[src/rtl/qvga_pkg.sv]
// Shared types and constants for the QVGA camera capture path and frame buffer.
package qvga_pkg;

    localparam int QVGA_H    = 320;
    localparam int QVGA_V    = 240;
    localparam int FB_ADDR_W = 17;

    typedef struct packed {
        logic [3:0] r;
        logic [3:0] g;
        logic [3:0] b;
    } rgb444_t;

    typedef enum logic [1:0] {
        IDLE    = 2'd0,
        WAIT_VS = 2'd1,
        ACTIVE  = 2'd2
    } cap_state_t;

    // Keep the top bits of each RGB565 channel (R5->R4, G6->G4, B5->B4).
    function automatic rgb444_t rgb565_to_444(input logic [7:0] hi, input logic [7:0] lo);
        rgb444_t p;
        p.r = hi[7:4];
        p.g = {hi[2:0], lo[7]};
        p.b = lo[4:1];
        return p;
    endfunction

endpackage

[src/rtl/qvga_cam_capture_if.sv]
// Camera pin group and frame-buffer write port; master is the camera/memory side, slave the capture block.
interface qvga_cam_capture_if import qvga_pkg::*; #(parameter int ADDR_W = FB_ADDR_W);

    logic              vsync;
    logic              href;
    logic [7:0]        cam_data;
    logic              we;
    logic [ADDR_W-1:0] wAddr;
    logic [11:0]       wData;

    modport master (output vsync, output href, output cam_data,
                    input  we,    input  wAddr, input  wData);

    modport slave  (input  vsync, input  href,  input  cam_data,
                    output we,    output wAddr, output wData);

endinterface

[src/rtl/cam_byte_pair.sv]
// Pairs consecutive camera bytes into one RGB565 pixel and repacks it as RGB444.
module cam_byte_pair import qvga_pkg::*; (
    input  logic       clk,
    input  logic       reset,
    input  logic       clear,
    input  logic       sample,
    input  logic [7:0] cam_data,
    output logic       pix_valid,
    output rgb444_t    pix
);

    logic       phase_r;
    logic [7:0] hi_r;

    // Byte phase toggles per sampled byte; the first byte of each pair is held as the hi byte.
    always_ff @(posedge clk) begin
        if (reset) begin
            phase_r <= 1'b0;
            hi_r    <= 8'h00;
        end else if (clear) begin
            phase_r <= 1'b0;
        end else if (sample) begin
            if (!phase_r) begin
                hi_r <= cam_data;
            end
            phase_r <= ~phase_r;
        end
    end

    // The lo byte is consumed straight off the pins so the write lands one cycle after it.
    assign pix_valid = sample & phase_r;
    assign pix       = rgb565_to_444(hi_r, cam_data);

endmodule

[src/rtl/qvga_cam_capture.sv]
// Captures an 8-bit RGB565 camera stream into a QVGA RGB444 frame buffer at y*H_PIX+x.
module qvga_cam_capture import qvga_pkg::*; #(
    parameter int H_PIX   = QVGA_H,
    parameter int V_LINES = QVGA_V,
    parameter int ADDR_W  = FB_ADDR_W
) (
    input  logic              clk,
    input  logic              reset,
    input  logic              capture_en,
    qvga_cam_capture_if.slave bus,
    output logic              frame_active,
    output logic              frame_done
);

    localparam logic [9:0]        H_LIM  = 10'(H_PIX);
    localparam logic [8:0]        V_LIM  = 9'(V_LINES);
    localparam logic [ADDR_W-1:0] H_STEP = ADDR_W'(H_PIX);

    cap_state_t        state_r;
    logic [9:0]        x_r;
    logic [8:0]        y_r;
    logic [ADDR_W-1:0] line_base_r;
    logic              vsync_d_r;
    logic              href_d_r;

    logic              vs_fall_s;
    logic              vs_rise_s;
    logic              href_fall_s;
    logic              sample_s;
    logic              clear_s;
    logic              pix_valid_s;
    rgb444_t           pix_s;

    assign vs_fall_s   = vsync_d_r & ~bus.vsync;
    assign vs_rise_s   = ~vsync_d_r & bus.vsync;
    assign href_fall_s = href_d_r & ~bus.href;
    assign sample_s    = (state_r == ACTIVE) & bus.href;
    // Outside a frame and at every line end the pairing restarts on a hi byte.
    assign clear_s     = (state_r != ACTIVE) | href_fall_s;

    cam_byte_pair u_byte_pair (
        .clk       (clk),
        .reset     (reset),
        .clear     (clear_s),
        .sample    (sample_s),
        .cam_data  (bus.cam_data),
        .pix_valid (pix_valid_s),
        .pix       (pix_s)
    );

    // Capture FSM with line/pixel counters and registered write-port outputs.
    always_ff @(posedge clk) begin
        if (reset) begin
            state_r      <= IDLE;
            x_r          <= 10'd0;
            y_r          <= 9'd0;
            line_base_r  <= '0;
            vsync_d_r    <= 1'b0;
            href_d_r     <= 1'b0;
            bus.we       <= 1'b0;
            bus.wAddr    <= '0;
            bus.wData    <= 12'h000;
            frame_active <= 1'b0;
            frame_done   <= 1'b0;
        end else begin
            vsync_d_r  <= bus.vsync;
            href_d_r   <= bus.href;
            bus.we     <= 1'b0;
            frame_done <= 1'b0;
            case (state_r)
                IDLE: begin
                    if (capture_en) begin
                        state_r <= WAIT_VS;
                    end
                end
                WAIT_VS: begin
                    if (!capture_en) begin
                        state_r <= IDLE;
                    end else if (vs_fall_s) begin
                        state_r      <= ACTIVE;
                        frame_active <= 1'b1;
                        x_r          <= 10'd0;
                        y_r          <= 9'd0;
                        line_base_r  <= '0;
                    end
                end
                ACTIVE: begin
                    // Pixels outside the active window are dropped; x saturates at H_PIX.
                    if (pix_valid_s && (x_r < H_LIM) && (y_r < V_LIM)) begin
                        bus.we    <= 1'b1;
                        bus.wAddr <= line_base_r + ADDR_W'(x_r);
                        bus.wData <= pix_s;
                        x_r       <= x_r + 10'd1;
                    end
                    if (href_fall_s) begin
                        x_r <= 10'd0;
                        if ((x_r != 10'd0) && (y_r < V_LIM)) begin
                            y_r         <= y_r + 9'd1;
                            line_base_r <= line_base_r + H_STEP;
                        end
                    end
                    if (vs_rise_s) begin
                        frame_done   <= 1'b1;
                        frame_active <= 1'b0;
                        state_r      <= capture_en ? WAIT_VS : IDLE;
                    end
                end
                default: begin
                    state_r <= IDLE;
                end
            endcase
        end
    end

endmodule

[src/flat_wrapper.sv]
// flat-port wrapper written by rule: the top's interface ports become plain ports
module qvga_cam_capture_flat import qvga_pkg::*;
#(
    parameter int H_PIX   = QVGA_H,
    parameter int V_LINES = QVGA_V,
    parameter int ADDR_W  = FB_ADDR_W
)
  (clk, reset, capture_en, frame_active, frame_done, bus_vsync, bus_href, bus_cam_data, bus_we, bus_wAddr, bus_wData);
  qvga_cam_capture_if #(.ADDR_W(ADDR_W)) bus_i ();
  input  logic clk;
  input  logic reset;
  input  logic capture_en;
  output logic frame_active;
  output logic frame_done;
  input wire logic [$bits(bus_i.vsync)-1:0] bus_vsync;
  input wire logic [$bits(bus_i.href)-1:0] bus_href;
  input wire logic [$bits(bus_i.cam_data)-1:0] bus_cam_data;
  output wire logic [$bits(bus_i.we)-1:0] bus_we;
  output wire logic [$bits(bus_i.wAddr)-1:0] bus_wAddr;
  output wire logic [$bits(bus_i.wData)-1:0] bus_wData;
  assign bus_i.vsync = bus_vsync;
  assign bus_i.href = bus_href;
  assign bus_i.cam_data = bus_cam_data;
  assign bus_we = bus_i.we;
  assign bus_wAddr = bus_i.wAddr;
  assign bus_wData = bus_i.wData;
  qvga_cam_capture #(.H_PIX(H_PIX), .V_LINES(V_LINES), .ADDR_W(ADDR_W)) u_core (.clk(clk), .reset(reset), .capture_en(capture_en), .bus(bus_i), .frame_active(frame_active), .frame_done(frame_done));
endmodule
[config.mk]
export PLATFORM = sky130hd
export DESIGN_NAME = qvga_cam_capture_flat
export DESIGN_NICKNAME = d
export VERILOG_FILES = /design/src/rtl/qvga_pkg.sv /design/src/rtl/qvga_cam_capture_if.sv /design/src/rtl/cam_byte_pair.sv /design/src/rtl/qvga_cam_capture.sv /design/src/flat_wrapper.sv
export SDC_FILE = /design/constraint.sdc
export NUM_CORES = 1
export LEC_CHECK = 0
export CORE_MARGIN = 3
export CORE_UTILIZATION = 25
export CTS_BUF_LIST = sky130_fd_sc_hd__clkbuf_2 sky130_fd_sc_hd__clkbuf_4 sky130_fd_sc_hd__clkbuf_8
export DETAILED_ROUTE_END_ITERATION = 16
export PLACE_DENSITY = 0.44
export REMOVE_ABC_BUFFERS = 1
export SLEW_MARGIN = 10
export SYNTH_ARGS = -nofsm -noshare
export SYNTH_HDL_FRONTEND = slang
export SYNTH_SLANG_ARGS = --single-unit
[constraint.sdc]
create_clock -name clk -period 2.4 [get_ports clk]
set_clock_uncertainty 0.1 [all_clocks]
set_input_delay 0.48 -clock clk [delete_from_list [all_inputs] [get_ports clk]]
set_output_delay 0.48 -clock clk [all_outputs]
set_load 0.03 [all_outputs]
Yosys cells after proc, flatten, opt, wreduce, memory -nomap -nowiden. Index checks and enable logic that the tools add are counted. Widths: inputs -> output; s select.

Register bits after elaboration: 81. Input port bits: 13. Output and inout port bits: 32. Word-level logic and storage cells: 83.

$add $sub $neg: 4. $lt $le $gt $ge: 2. Eq/ne operators: 11. Mux-type cells: 27. Bitwise operators: 12. Reduce and logical (&&, ||, !) cells: 14.

Operators with widths (number): $mux 17 (4); $mux 10 (4); $mux 9 (4); $pmux 17 s2 (1); $pmux 10 s2 (1); $pmux 9 s2 (1); $add 17x10->17 (1); $add 17x9->17 const B (1); $add 10x1->10 const B (1); $lt 10x9->1 const B (1); $reduce_bool 10->1 (1); $add 9x1->9 const B (1); $lt 9x8->1 const B (1); $mux 2 (4); $ne 2x2->1 const B (4); $reduce_and 4->1 (2); $mux 1 (6); $ne 2x1->1 const B (3); $ne 3x2->1 const B (2); $not 1->1 (6); $pmux 2 s3 (1); $reduce_and 3->1 (2); $and 1x1->1 (5); $reduce_and 5->1 (1); 9 further kinds (12).

Longest topological paths before layout.
Depth in word-level cells: 8. Mapped depth: 9. Depth with buffers taken out: 7.

Modules after synthesis. Synthesis repeated with hierarchy kept, for this count alone.

Cell total of the unflattened synthesis: 423. Area total of the unflattened synthesis: 3637.2 um^2.

Modules (own cells, without submodules): qvga_cam_capture (instances 1, cells an instance 383, area an instance 3233.1 um^2, sequential area each 1321.3 um^2); cam_byte_pair (instances 1, cells an instance 40, area an instance 404.1 um^2, sequential area each 160.2 um^2).

Worst setup path before layout. OpenSTA, ideal clock, no wires.

Kind: register to register. Start: register u_core.line_base_r[7]. End: register u_core.bus.wAddr[13]. Setup time: 0.135 ns. Arrival: 1.687 ns. Data required time: 2.165 ns. Path slack: 0.477 ns. Stages on the path, launching flop included: 7. Path buffers: 0. Clock period less this slack: 1.923 ns. Cells stage by stage: dfxtp_1 > ha_1 > a211o_1 > a21oi_1 > nand2b_1 > xor2_1 > a211oi_1.

Word-level cells in the longest chain between the ends: 1.

RTL lines: start, declared (RTL line qvga_cam_capture.sv:22) `logic [ADDR_W-1:0] line_base_r;`; start signal, assigned (RTL line qvga_cam_capture.sv:99) `line_base_r <= line_base_r + H_STEP;`; $add 17x10->17 (RTL line qvga_cam_capture.sv:91) `bus.wAddr <= line_base_r + ADDR_W'(x_r);`; end signal, assigned (RTL line qvga_cam_capture.sv:91); end, declared (RTL line qvga_cam_capture_if.sv:15) `output we, output wAddr, output wData);`.

Every way passes these cells. A chain may end at the register's enable or synchronous reset.

Final worst setup path.
Start: register u_core.x_r[0]. End: register u_core.line_base_r[16].

Word-level cells in the longest chain between the ends: 4.

RTL lines: start, declared (RTL line qvga_cam_capture.sv:20) `logic [9:0] x_r;`; start signal, assigned (RTL line qvga_cam_capture.sv:93) `x_r <= x_r + 10'd1;`; $reduce_bool 10->1 (RTL line qvga_cam_capture.sv:97) `if ((x_r != 10'd0) && (y_r < V_LIM)) begin`; $logic_and 1x1->1 (RTL line qvga_cam_capture.sv:97); $ne 2x2->1 (no source line); $reduce_and 5->1 (no source line).

Every way passes these cells.

==> results.py <==
metrics = {
    "logic_synthesis": {
        "synth_common_cells": "74 x dfxtp_1, 56 x nand2_1, 44 x a21oi_1, 29 x nor2_1, 23 x o21ai_0",
        "post-synth-top-count-cell": "dfxtp_1",
        "synth_edf_count": 0,
        "yosys-top-cells-area": "dfxtp_1 47%, a21oi_1 7.0%, nand2_1 6.7%",
        "synth_cells": 369,
        "synthFlopType": "dfxtp_1",
        "synth-warning-count": 0,
        "synth_area_um2": 3150,
        "ys_seq_elements": 74,
        "avgSynthCellArea_um2": 8.54,
        "synth_async_sr_flop_share_pct": 0,
        "ys_seq_area_share_pct": 47.0,
        "synth_top_area_share_pct": 47.0,
        "synth_top_area_cell": "dfxtp_1",
        "synthDistinctLibCells": 53,
    },
    "global_route": {
        "grt_pass1_vias": 2563,
        "grt_pass1_wl_mm": 12.4,
        "antenna_found_initial": 0,
        "grt-ovfl-total": 0,
        "grt_max_degree": 47,
        "grt_util_all_layers_pct": 10.8,
    },
    "sta": {
        "min_period_ns": 2.12,
        "hold_viol": 0,
        "fmax_mhz": 472,
        "worst_pin_slew_ns": 0.633,
        "post-route-period-util_pct": 88.3,
        "finalSetupTns_ns": 0,
        "layout_setup_ws_ns": 0.281,
        "drv_slew": 0,
        "rsz0062_at_grt": "no",
        "slew_headroom_pct": 57.8,
        "setup_viol": 0,
    },
    "final_layout": {
        "fin_nets": 446,
        "fill_cells": 1309,
        "area_delta_synth_final_pct": 28.8,
        "stdcell_count": 598,
        "drive_above_1_share_pct": 9.53,
        "n_antenna_cell": 0,
    },
    "worst_setup_path": {
        "crit_path_start_kind": "register",
        "timing.rr.start": "u_core.x_r[0]",
        "rrSetupSlack_ns": 0.28,
        "rr_worst_depth": 8,
        "reg2reg_to": "u_core.line_base_r[16]",
        "end_kind": "register",
        "critPathRequiredTime_ns": 2.59,
        "worstPathMaxFanout": 7,
        "worst-endpoint-arrival_ns": 2.31,
        "criticalPathCategory": "reg -> reg",
    },
    "clock_tree": {
        "numCtsBuffers": 9,
        "ctsHoldBuffers": 0,
        "cts-root-buf": "clkbuf_8",
        "cts_tree": "yes",
        "cts.sinks": 74,
        "clk_latency_ns": 0.35,
        "clk_pin_slew_ns": 0.09,
        "cts-htree-levels": 3,
        "clk_path_buf_depth": 2,
        "cts.repair.resized": 0,
        "post_cts_buffers": 0,
    },
    "floorplan": {
        "num_rows": 40,
        "io_pins": 45,
        "core_um2": 12200,
        "initial_core_util_pct": 25.9,
        "die_w_um": 118,
        "die_area_um2": 14000,
        "die_y_um": 118,
    },
    "route": {
        "wl_per_cell_um": 12.2,
        "vias_per_cell": 4.49,
        "drt_wl_total_mm": 7.29,
        "vias": 2686,
        "drtIter0Drc": 134,
        "drc": 0,
        "ant_nets": 0,
        "drtPass1Iterations": 4,
    },
    "hold_path": {
        "min_to": "u_core.bus.wData[7]",
        "hp-start": "u_core.u_byte_pair.hi_r[2]",
        "hp-class": "reg -> reg",
        "hold_depth": 2,
    },
    "place": {
        "dp.cells": 582,
        "portBuffers": 44,
        "dp_hpwl_mm": 5.12,
        "place_worst_setup_slack_ns": -0.0418,
        "gp_congestion": 0.719,
    },
    "flow_run": {
        "max_cap_viol_count": 0,
    },
    "power_and_ir_drop": {
        "p_total_mw": 2.29,
        "vdd_ir_drop_max_mv": 0.349,
        "power.leakage_nw": 1.39,
        "power.density_nw_per_um2": 565,
    },
    "outcome": {
        "status": "finished clean",
    },
}
[worst max path at each step]
stage / startpoint / end / slack (ns)
6_report: u_core.x_r[0] / u_core.line_base_r[16] / 0.28
5_1_grt: u_core.x_r[0] / u_core.line_base_r[16] / 0.12
4_1_cts: u_core.x_r[0] / u_core.line_base_r[16] / 0.26
3_5_place_dp: bus_href / u_core.line_base_r[16] / -0.04
3_3_place_gp: bus_href / u_core.line_base_r[16] / -0.02
2_1_floorplan: u_core.y_r[6] / u_core.x_r[8] / 0.23
[layer usage]
layer / global-route usage (%) / wire length (um) / vias to the layer above
li1: - / - / 1407
met3: 3.30 / 286 / 8
met1: 14.1 / 3740 / 1229
met5: 0 / 0 / -
met2: 16.6 / 3140 / 42
met4: 4.18 / 127 / 0
[power breakdown]
part	internal (mW)	leakage, nW	switching, mW	total [mW]
Sequential	1.23	0.597	0.00384	1.24
Combinational	0.0302	0.700	0.0389	0.0692
Clock	0.508	0.0945	0.482	0.990
Total	1.77	1.39	0.525	2.29
[cells in the final DEF, fill, tap and decap left out, types with 5 or more instances in the layout]
master	n
clkbuf_8	10
xnor2_1	5
nand2_1	56
buf_4	16
xor2_1	6
nor2_1	29
nor3_1	6
clkdlybuf4s50_1	43
or3_1	10
dfxtp_1	74
a21oi_1	44
nand3_1	8
a211oi_1	6
o21ai_0	23
ha_1	8
nand2b_1	5
inv_1	10
mux2i_1	7
[per-stage QoR]
step / area, um^2 / hold slack, ns / utilization (%)
finish: 4060 / 0.349 / 33.4
global route: 4060 / 0.376 / 33.4
CTS: 4060 / 0.351 / 33.4
detailed placement: 3860 / 0.347 / 31.7
global placement: 3860 / 0.338 / 31.7
floorplan: 3070 / 0.325 / -
[registers in the layout, indices dropped and copies added, names as in the netlist]
| register | flops |
|---|---|
| u_core.x_r | 10 |
| u_core.vsync_d_r | 1 |
| u_core.line_base_r | 11 |
| u_core.y_r | 9 |
| u_core.frame_done | 1 |
| u_core.u_byte_pair.hi_r | 7 |
| u_core.bus.wData | 12 |
| u_core.frame_active | 1 |
| u_core.bus.wAddr | 17 |
| u_core.href_d_r | 1 |
| u_core.state_r | 2 |
| u_core.bus.we | 1 |
| u_core.u_byte_pair.phase_r | 1 |
[critical path, cell delays in order, from the launching register on]
cell,delay [ns]
dfxtp_1,0.41
inv_1,0.07
ha_1,0.20
nor4b_1,0.15
a31oi_1,0.17
buf_4,0.14
o2111ai_1,0.26
or3_1,0.43
a21oi_1,0.13
[cell type report]
cell class                      count  area [um^2]  share of cell area [%]
Multi-Input combinational cell    269         1550                    38.2
Sequential cell                    74         1480                    36.5
Timing Repair Buffer               61          576                    14.2
Tap cell                          168          210                    5.18
Clock buffer                       10          138                    3.39
Clock inverter                      6         66.3                    1.63
Inverter                           10         37.5                   0.924
[kinds of logic (layout without fill, tap and decap cells)]
group | after synthesis | in the layout | synth area share, %
simple gates | 146 | 146 | 22.6
flops | 74 | 74 | 47.0
xor+xnor | 11 | 11 | 3.06
mux | 7 | 7 | 2.22
compound gates | 97 | 97 | 18.2
fa+ha+maj | 8 | 8 | 3.17
buf+inv | 26 | 87 | 3.77
Power figures use the tool's default switching activity.
